**config.mk**
```make
export PLATFORM = sky130hd
export DESIGN_NAME = ps2_host_tx
export DESIGN_NICKNAME = d
export VERILOG_FILES = /design/src/rtl/ps2_host_tx.sv
export SDC_FILE = /design/constraint.sdc
export NUM_CORES = 1
export LEC_CHECK = 0
export ABC_AREA = 1
export CAP_MARGIN = 10
export CORE_MARGIN = 2
export CORE_UTILIZATION = 62
export CTS_BUF_LIST = sky130_fd_sc_hd__clkbuf_8
export DETAILED_ROUTE_END_ITERATION = 10
export PLACE_DENSITY = 0.8
export SETUP_SLACK_MARGIN = 0.05
export SLEW_MARGIN = 15
export SYNTH_ARGS = -nofsm -noshare
export SYNTH_HDL_FRONTEND = slang
export SYNTH_SLANG_ARGS = --single-unit
export TNS_END_PERCENT = 1
```
**constraint.sdc**
```tcl
create_clock -name CLK -period 2.4 [get_ports CLK]
set_input_delay 0.36 -clock CLK [delete_from_list [all_inputs] [get_ports CLK]]
set_output_delay 0.36 -clock CLK [all_outputs]
set_load 0.02 [all_outputs]
```
**src/rtl/ps2_host_tx.sv**
```systemverilog
// Host-to-device PS/2 transmitter: inhibit, request-to-send, then shifts data,
// odd parity and stop on device clock edges and checks the device acknowledge.
//
// state        | meaning
// ST_IDLE      | lines released, waiting for WR_EN
// ST_INHIBIT   | ps2c held low; start bit driven in the final cycle
// ST_REQ       | clock released, start bit held, waiting for first device edge
// ST_SHIFT     | presenting data/parity/stop on device falling edges 1..10
// ST_ACK       | acknowledge sampled on edge 11, one cycle
// ST_WAIT_IDLE | waiting for device to release both lines
module ps2_host_tx #(
  parameter int INHIBIT_CYCLES = 10000,
  parameter int TIMEOUT_CYCLES = 1500000,
  parameter int FILTER_LEN     = 8
) (
  input  logic       CLK,
  input  logic       RST,
  input  logic       WR_EN,
  input  logic [7:0] DATA_TX,
  input  logic       ps2c,
  input  logic       ps2d,
  output logic       ps2c_oe,
  output logic       ps2d_oe,
  output logic       BUSY,
  output logic       DONE,
  output logic       ACK_ERR,
  output logic       TIMEOUT
);

  localparam int INH_W = (INHIBIT_CYCLES > 1) ? $clog2(INHIBIT_CYCLES) : 1;
  localparam int FLT_W = (FILTER_LEN > 1) ? $clog2(FILTER_LEN) : 1;
  localparam int TO_W  = 21;

  typedef enum logic [2:0] {
    ST_IDLE,
    ST_INHIBIT,
    ST_REQ,
    ST_SHIFT,
    ST_ACK,
    ST_WAIT_IDLE
  } state_t;

  state_t             state_q, state_d;
  logic [1:0]         ps2c_sync_q, ps2c_sync_d;
  logic [1:0]         ps2d_sync_q, ps2d_sync_d;
  logic [FLT_W-1:0]   flt_cnt_q, flt_cnt_d;
  logic               filt_q, filt_d;
  logic               fall_q, fall_d;
  logic [INH_W-1:0]   inh_cnt_q, inh_cnt_d;
  logic [TO_W-1:0]    to_cnt_q, to_cnt_d;
  logic [9:0]         shift_q, shift_d;
  logic [3:0]         bit_cnt_q, bit_cnt_d;
  logic               ack_bad_q, ack_bad_d;
  logic               ps2c_oe_q, ps2c_oe_d;
  logic               ps2d_oe_q, ps2d_oe_d;
  logic               busy_q, busy_d;
  logic               done_q, done_d;
  logic               ack_err_q, ack_err_d;
  logic               timeout_q, timeout_d;

  logic ps2c_s;
  logic ps2d_s;
  logic timed;
  logic to_hit;

  assign ps2c_s = ps2c_sync_q[1];
  assign ps2d_s = ps2d_sync_q[1];
  assign timed  = (state_q == ST_REQ) || (state_q == ST_SHIFT) ||
                  (state_q == ST_ACK) || (state_q == ST_WAIT_IDLE);
  assign to_hit = to_cnt_q >= TO_W'(TIMEOUT_CYCLES - 1);

  // A new clock level is accepted only after FILTER_LEN consecutive samples.
  always_comb begin
    ps2c_sync_d = {ps2c_sync_q[0], ps2c};
    ps2d_sync_d = {ps2d_sync_q[0], ps2d};
    flt_cnt_d   = '0;
    filt_d      = filt_q;
    if (ps2c_s != filt_q) begin
      if (flt_cnt_q == FLT_W'(FILTER_LEN - 1)) begin
        filt_d = ps2c_s;
      end else begin
        flt_cnt_d = flt_cnt_q + FLT_W'(1);
      end
    end
    fall_d = filt_q & ~filt_d;
  end

  always_comb begin
    state_d   = state_q;
    inh_cnt_d = inh_cnt_q;
    to_cnt_d  = to_cnt_q;
    shift_d   = shift_q;
    bit_cnt_d = bit_cnt_q;
    ack_bad_d = ack_bad_q;
    ps2c_oe_d = ps2c_oe_q;
    ps2d_oe_d = ps2d_oe_q;
    busy_d    = busy_q;
    done_d    = 1'b0;
    ack_err_d = 1'b0;
    timeout_d = 1'b0;

    if (timed && (to_cnt_q != '1)) begin
      to_cnt_d = to_cnt_q + TO_W'(1);
    end

    case (state_q)
      ST_IDLE: begin
        if (WR_EN) begin
          state_d   = ST_INHIBIT;
          busy_d    = 1'b1;
          ps2c_oe_d = 1'b1;
          ps2d_oe_d = 1'b0;
          shift_d   = {1'b1, ~^DATA_TX, DATA_TX};
          bit_cnt_d = '0;
          to_cnt_d  = '0;
          ack_bad_d = 1'b0;
          inh_cnt_d = INH_W'(INHIBIT_CYCLES - 1);
        end
      end
      ST_INHIBIT: begin
        if (inh_cnt_q == '0) begin
          ps2c_oe_d = 1'b0;
          state_d   = ST_REQ;
        end else begin
          inh_cnt_d = inh_cnt_q - INH_W'(1);
          if (inh_cnt_q == INH_W'(1)) begin
            ps2d_oe_d = 1'b1;
          end
        end
      end
      ST_REQ, ST_SHIFT: begin
        if (fall_q) begin
          if (bit_cnt_q == 4'd10) begin
            ack_bad_d = ps2d_s;
            ps2d_oe_d = 1'b0;
            state_d   = ST_ACK;
          end else begin
            ps2d_oe_d = ~shift_q[0];
            shift_d   = {1'b1, shift_q[9:1]};
            bit_cnt_d = bit_cnt_q + 4'd1;
            state_d   = ST_SHIFT;
          end
        end
      end
      ST_ACK: begin
        state_d = ST_WAIT_IDLE;
      end
      ST_WAIT_IDLE: begin
        if (filt_q && ps2d_s) begin
          state_d   = ST_IDLE;
          busy_d    = 1'b0;
          done_d    = 1'b1;
          ack_err_d = ack_bad_q;
        end
      end
      default: begin
        state_d = ST_IDLE;
      end
    endcase

    // Abort wins over a simultaneous normal completion so the flags stay exclusive.
    if (timed && to_hit) begin
      state_d   = ST_IDLE;
      ps2c_oe_d = 1'b0;
      ps2d_oe_d = 1'b0;
      busy_d    = 1'b0;
      done_d    = 1'b1;
      timeout_d = 1'b1;
      ack_err_d = 1'b0;
    end
  end

  always_ff @(posedge CLK or posedge RST) begin
    if (RST) begin
      state_q     <= ST_IDLE;
      ps2c_sync_q <= 2'b11;
      ps2d_sync_q <= 2'b11;
      flt_cnt_q   <= '0;
      filt_q      <= 1'b1;
      fall_q      <= 1'b0;
      inh_cnt_q   <= '0;
      to_cnt_q    <= '0;
      shift_q     <= '0;
      bit_cnt_q   <= '0;
      ack_bad_q   <= 1'b0;
      ps2c_oe_q   <= 1'b0;
      ps2d_oe_q   <= 1'b0;
      busy_q      <= 1'b0;
      done_q      <= 1'b0;
      ack_err_q   <= 1'b0;
      timeout_q   <= 1'b0;
    end else begin
      state_q     <= state_d;
      ps2c_sync_q <= ps2c_sync_d;
      ps2d_sync_q <= ps2d_sync_d;
      flt_cnt_q   <= flt_cnt_d;
      filt_q      <= filt_d;
      fall_q      <= fall_d;
      inh_cnt_q   <= inh_cnt_d;
      to_cnt_q    <= to_cnt_d;
      shift_q     <= shift_d;
      bit_cnt_q   <= bit_cnt_d;
      ack_bad_q   <= ack_bad_d;
      ps2c_oe_q   <= ps2c_oe_d;
      ps2d_oe_q   <= ps2d_oe_d;
      busy_q      <= busy_d;
      done_q      <= done_d;
      ack_err_q   <= ack_err_d;
      timeout_q   <= timeout_d;
    end
  end

  assign ps2c_oe = ps2c_oe_q;
  assign ps2d_oe = ps2d_oe_q;
  assign BUSY    = busy_q;
  assign DONE    = done_q;
  assign ACK_ERR = ack_err_q;
  assign TIMEOUT = timeout_q;

endmodule

```
==> results of run 1 <==
[synth_stat cells, types with 7 or more instances]
cell,number
a31oi_1,8
a21oi_1,15
nand2_1,130
o21ai_0,17
nor2_1,84
xnor2_1,9
nand3_1,33
o21ai_1,10
nor3_1,9
dfrtp_1,63
nand4_1,7
ha_1,7
inv_1,54
xor2_1,14
[per-layer routing]
metal  wire (µm)  vias up  global-route usage, %
li1            -     1687                      -
met1        3900     1559                   37.1
met2        3870      102                   43.7
met3         428       16                   3.80
met4         136        0                   9.67
met5           0        -                      0
[metrics by stage]
stage / hold slack (ns) / std cells / power (mW)
final: 0.357 / 619 / 4.73
after global routing: 0.366 / 619 / 5.11
after CTS: 0.359 / 619 / 4.73
after detailed placement: 0.348 / 603 / 3.58
after global placement: 0.346 / 603 / 3.51
after floorplan: 0.345 / 511 / 3.15
[worst max-delay path, cell delays in order, from the launching register on]
cell	delay, ns
dfrtp_1	0.37
ha_1	0.31
nand3_1	0.18
inv_2	0.11
nand3_2	0.13
nor2_2	0.15
nand2_2	0.08
nand2_4	0.18
inv_4	0.13
nand2_1	0.13
nand2_1	0.07
inv_1	0.05
nor2_1	0.04
[placed cells by master, fill, tap and decap left out, types with 2 or more instances in the layout]
master and count:
o21ai_1 10, a31oi_1 8, bufinv_16 3, inv_2 6, buf_4 7, xnor2_1 9
nand2_2 3, nor2_2 4, nor2_1 84, nand2_1 130, clkinvlp_4 2, o31ai_1 5
clkbuf_8 9, ha_1 7, a21oi_2 2, clkinv_2 2, dfstp_2 5, nand4_1 7
dfrtp_1 63, o21bai_1 3, nor3_1 9, a21oi_1 15, nand3_1 33, o21ai_0 17
nand3b_1 2, clkdlybuf4s50_1 18, nand3_2 4, xor2_1 14, inv_1 53
[layout make-up]
class,instances,area [µm²],share of cell area [%]
clock buffer,9,124,2.84
inverter,60,228,5.22
timing repair buffer,26,253,5.79
tap,75,93.8,2.15
clock inverter,7,115,2.64
sequential,68,1710,39.1
multi-input combinational,374,1840,42.2
[sequential cells by signal, summed over array words and instances (netlist names), 2 cells and up]
| signal | flops |
|---|---|
| to_cnt_q | 21 |
| inh_cnt_q | 14 |
| shift_q | 10 |
| bit_cnt_q | 4 |
| flt_cnt_q | 3 |
| state_q | 3 |
| ps2c_sync_q | 2 |
| ps2d_sync_q | 2 |
[worst max-delay path by stage]
| stage | startpoint | to | slack (ns) | depth (start not counted) |
|---|---|---|---|---|
| 6_report | to_cnt_q[0] | to_cnt_q[11] | 0.38 | 12 |
| 2_1_floorplan | RST | ACK_ERR | 0.34 | 1 |
| 3_3_place_gp | WR_EN | inh_cnt_q[9] | 0.39 | 6 |
| 4_1_cts | to_cnt_q[0] | to_cnt_q[11] | 0.41 | 12 |
| 3_5_place_dp | WR_EN | inh_cnt_q[9] | 0.31 | 6 |
| 5_1_grt | to_cnt_q[0] | to_cnt_q[11] | 0.21 | 12 |
[cell families (layout without fill, tap and decap cells)]
family | after synthesis | count (layout)
xor gates and xnor gates | 23 | 23
DFF | 68 | 68
and+or+nand+nor | 281 | 281
AOI/OAI and AO/OA | 63 | 63
adders and majority gates | 7 | 7
buffers and inverters | 69 | 102
[report_power, final]
part	internal, mW	total, mW	switching, mW
Combinational	0.656	1.77	1.11
Sequential	1.52	1.82	0.303
Clock	0.686	1.13	0.448
==> impl_metrics.env, run 1 <==
export IMPL_synthXorXnorAreaFrac_pct=5.25
export IMPL_worst_slew_margin_rel_pct=63.8
export IMPL_drtIter0Drc=262
export IMPL_vdd_ir_drop_max_mv=0.633
export IMPL_cp_max_fo=18
export IMPL_maxCapViolCount=0
export IMPL_post_route_period_util_pct=84.3
export IMPL_cp_start_kind="flip-flop"
export IMPL_root_buffer="clkbuf_8"
export IMPL_required_ns=2.64
export IMPL_fin_worst_skew_ns=0.00653
export IMPL_yosys_area_share_simple_pct=31.1
export IMPL_die_w_um=82.6
export IMPL_grt_max_degree=33
export IMPL_rsz0062_at_grt="no"
export IMPL_r2r_start="to_cnt_q[0]"
export IMPL_yosys_top_cells_area="dfrtp_1 41%, nand2_1 13%, nor2_1 8.2%"
export IMPL_synth_mux_area_share_pct=0
export IMPL_ys_ff_latch=68
export IMPL_cts_sinks=68
export IMPL_row_count=28
export IMPL_cts_tree="done"
export IMPL_post_dp_cell_area_mm2=0.00413
export IMPL_antenna_cells=0
export IMPL_grt_pass1_wl_um=14000
export IMPL_ant_nets=0
export IMPL_setup_viol=0
export IMPL_netlist_instances=511
export IMPL_synth_adder_area_share_pct=2.28
export IMPL_hold_path_class="flip-flop to flip-flop"
export IMPL_syn_nets=531
export IMPL_p_leak_nw=2.06
export IMPL_holdPathEnd="ps2d_sync_q[1]"
export IMPL_syn_area_mm2=0.00383
export IMPL_initial_utilization_pct=64.4
export IMPL_slew_viol_final=0
export IMPL_worstSetupPathType="flip-flop to flip-flop"
export IMPL_ctsHoldBuffers=0
export IMPL_hold_depth=0
export IMPL_wl_um=8330
export IMPL_via_per_inst=5.43
export IMPL_seq_area_frac_synth_pct=44.5
export IMPL_reg2regPathDepth=12
export IMPL_die_area_mm2=0.00683
export IMPL_post_place_ws_ns=0.312
export IMPL_tns_ns=0
export IMPL_routedWlPerCell_um=13.5
export IMPL_endpoint_kind="flip-flop"
export IMPL_p_per_area_mw_per_mm2=1080
export IMPL_fmax_mhz=494
export IMPL_cts_resized=0
export IMPL_nets=559
export IMPL_area_delta_synth_final_pct=13.9
export IMPL_synth_area_leader_cell="dfrtp_1"
export IMPL_grtUsageTotal_pct=27.0
export IMPL_cts_setup_buffers=0
export IMPL_syn_avg_cell_area_um2=7.50
export IMPL_io_pins=19
export IMPL_drc=0
export IMPL_grt_remaining_overflow=0
export IMPL_first_pass_iters=6
export IMPL_numCtsBuffers=9
export IMPL_r2r_end="to_cnt_q[11]"
export IMPL_num_vias=3364
export IMPL_core_area_mm2=0.00596
export IMPL_io_buffers=18
export IMPL_chipHeight_um=82.6
export IMPL_final_hold_violation_count=0
export IMPL_min_from="ps2d_sync_q[0]"
export IMPL_synth_compound_area_share_pct=9.43
export IMPL_synth_top_family_by_area="simple AND/OR/NAND/NOR gates"
export IMPL_fillers=479
export IMPL_clk_latency_ns=0.34
export IMPL_fin_crit_ns=2.02
export IMPL_async_flop_share_pct=100
export IMPL_synth_edf_count=0
export IMPL_synth_top_area_share_pct=41.1
export IMPL_dp_hpwl_um=5970
export IMPL_gp_congestion=0.902
export IMPL_r2r_setup_slack_ns=0.38
export IMPL_antenna_found_initial=0
export IMPL_final_area_mm2=0.00437
export IMPL_synthFlopType="dfrtp_1"
export IMPL_layout_drive_gt1_share_pct=9.38
export IMPL_grt_pass1_vias=3095
export IMPL_fin_util_pct=73.3
export IMPL_synthDistinctLibCells=36
export IMPL_post_route_worst_setup_slack_ns=0.377
export IMPL_worstPathArrival_ns=2.26
export IMPL_h_tree_depth=3
export IMPL_tightest_slew_ns=0.538
export IMPL_clk_pin_slew_ns=0.07
export IMPL_yosysWarnings=0
export IMPL_outcome="finished clean"
export IMPL_cts_buffer_depth=2
Power figures use the tool's default switching activity.
==> run 2, diff against run 1 <==
--- a/config.mk
+++ b/config.mk
@@ -8,10 +8,10 @@
 export ABC_AREA = 1
 export CAP_MARGIN = 10
 export CORE_MARGIN = 2
-export CORE_UTILIZATION = 62
+export CORE_UTILIZATION = 56
 export CTS_BUF_LIST = sky130_fd_sc_hd__clkbuf_8
 export DETAILED_ROUTE_END_ITERATION = 10
-export PLACE_DENSITY = 0.8
+export PLACE_DENSITY = 0.76
 export SETUP_SLACK_MARGIN = 0.05
 export SLEW_MARGIN = 15
 export SYNTH_ARGS = -nofsm -noshare
==> constraint.sdc (replaced) <==
create_clock -name CLK -period 1.8 [get_ports CLK]
set_input_delay 0.27 -clock CLK [delete_from_list [all_inputs] [get_ports CLK]]
set_output_delay 0.27 -clock CLK [all_outputs]
set_load 0.02 [all_outputs]
==> run 2 against run 1 <==
Net effect: critical endpoint is now to_cnt_q[14]; register-to-register slack worse by 0.32 ns; cell area up 6.3%; die area up 10%; count of clock-buffer cells in the layout unchanged; sequential power up 34%; cell count up 5.2%; flip-flop and latch count unchanged; utilization down 4.2 points; worst setup slack worse by 0.32 ns; largest cell class unchanged; via count up 4.7%; worst hold slack worse by 0.040 ns; wire length up 7.9%.
==> impl_metrics.env, run 2 (synthesis gave the netlist of run 1 again) <==
export IMPL_worst_slew_margin_rel_pct=76.1
export IMPL_setup_viol=0
export IMPL_die_area_mm2=0.00752
export IMPL_maxCapViolCount=0
export IMPL_top_regs="to_cnt_q: 21 flops, inh_cnt_q: 14 flops, shift_q: 10 flops"
export IMPL_vdd_ir_drop_max_mv=0.918
export IMPL_grt_remaining_overflow=0
export IMPL_p_per_area_mw_per_mm2=1380
export IMPL_endpoint_kind="flip-flop"
export IMPL_p_leak_nw=2.17
export IMPL_gp_congestion=0.932
export IMPL_chipHeight_um=86.7
export IMPL_die_w_um=86.7
export IMPL_final_common_cell="nand2_1"
export IMPL_via_per_inst=5.41
export IMPL_tns_ns=0
export IMPL_fillers=531
export IMPL_antenna_found_initial=0
export IMPL_dp_hpwl_um=6160
export IMPL_area_delta_synth_final_pct=21.1
export IMPL_grtUsageTotal_pct=24.3
export IMPL_cp_start_kind="flip-flop"
export IMPL_core_area_mm2=0.00672
export IMPL_drc=0
export IMPL_clk_pin_slew_ns=0.08
export IMPL_nets=586
export IMPL_stdcell_count=651
export IMPL_outcome="finished clean"
export IMPL_gr_usage_met1_pct=32.1
export IMPL_worstPathArrival_ns=2.02
export IMPL_cts_tree="done"
export IMPL_min_from="ps2c"
export IMPL_fin_crit_ns=1.74
export IMPL_final_area_mm2=0.00464
export IMPL_initial_utilization_pct=57.1
export IMPL_antenna_cells=0
export IMPL_largest_reg_flops=21
export IMPL_routedWlPerCell_um=13.8
export IMPL_r2r_start="to_cnt_q[0]"
export IMPL_tightest_slew_ns=0.359
export IMPL_h_tree_depth=3
export IMPL_grt_max_degree=69
export IMPL_rsz0062_at_grt="yes"
export IMPL_numCtsBuffers=9
export IMPL_worstSetupPathType="flip-flop to flip-flop"
export IMPL_fin_worst_skew_ns=0.00928
export IMPL_whs_ns=0.317
export IMPL_met2_usage_pct=40.2
export IMPL_io_buffers=18
export IMPL_cp_max_fo=7
export IMPL_wl_um=8990
export IMPL_met3_usage_pct=4.00
export IMPL_cts_sinks=68
export IMPL_placed_cells=630
export IMPL_grt_pass1_vias=3218
export IMPL_final_hold_violation_count=0
export IMPL_num_vias=3521
export IMPL_clk_latency_ns=0.35
export IMPL_startpoint="to_cnt_q[0]"
export IMPL_first_pass_iters=5
export IMPL_row_count=30
export IMPL_slew_viol_final=0
export IMPL_grt_busiest_layer="met2"
export IMPL_cts_buffer_depth=2
export IMPL_ant_nets=0
export IMPL_io_pins=19
export IMPL_grt_pass1_wl_um=14200
export IMPL_fmax_mhz=575
export IMPL_hold_path_class="input port to flip-flop"
export IMPL_ctsHoldBuffers=0
export IMPL_required_ns=2.08
export IMPL_layout_drive_gt1_share_pct=17.2
export IMPL_final_cell_mix="127 x nand2_1, 80 x nor2_1, 60 x dfrtp_1"
export IMPL_root_buffer="clkbuf_8"
export IMPL_post_route_period_util_pct=96.7
export IMPL_drtIter0Drc=254
export IMPL_top_register="to_cnt_q"
export IMPL_r2r_setup_slack_ns=0.06
export IMPL_post_dp_cell_area_mm2=0.00431
[run 2: changes by cell type in the layout (fill, tap and decap cells not counted), moves of 3 or more]
cell	before	now
nand2_1	130	127
nor2_4	0	3
buf_4	7	31
dfrtp_2	0	3
dfrtp_1	63	60
nor3_1	9	6
bufinv_16	3	0
nor3_2	0	3
nor2_1	84	80
[run 2: final cells by class]
class	instances	area, µm²	area share (%)
clock inverters	7	43.8	0.943
flip-flops and latches	68	1710	36.9
inverters	60	236	5.09
repair buffers	53	475	10.2
clock buffers	9	124	2.67
multi-input cells	374	1950	42.0
well taps	80	100	2.16
[run 2: repair_timing]
action	4_1_cts	5_1_grt
endpoints found under the setup margin	4	46
buffers inserted	0	5
gates resized for setup	2	31
pin swaps	0	4
[run 2: per-layer routing]
layer / routed length, µm / part of all wire (%)
met3: 463 / 5.1
met5: 0 / 0
met2: 4290 / 48
met4: 169 / 1.9
met1: 4070 / 45
[run 2: path summary, 6_finish.rpt]
kind,endpoint,depth (start not counted)
worst max-delay path,to_cnt_q[14],12
worst min-delay path,ps2c_sync_q[0],1
worst max register to register,to_cnt_q[14],12
worst min register to register,ps2c_sync_q[1],0
max in group asynchronous,state_q[2],3
min in group asynchronous,flt_cnt_q[1],3
[run 2: where the power goes]
group	total (mW)	internal, mW	switching (mW)
clock network	1.09	0.490	0.601
registers	2.43	2.03	0.395
logic	2.87	1.20	1.68
[run 2: through the flow]
stage                     utilization, %  worst slack, ns  power, mW
final                               69.1           0.0600       6.39
after global routing                69.1          -0.0712       6.87
after CTS                           66.8           0.0487       6.18
after detailed placement            64.2         -0.00339       5.07
after global placement              64.2           0.0331       4.94
after floorplan                        -            0.213       4.20
[run 2: critical path: stages (launching register included)]
cell	delay, ns
dfrtp_1	0.38
ha_2	0.20
nand3_2	0.09
inv_2	0.11
nand3_4	0.11
nor2_4	0.12
nand2_2	0.08
nand2_4	0.15
buf_6	0.15
nor2_1	0.05
nand2_1	0.06
nand2_1	0.05
nor2_1	0.11
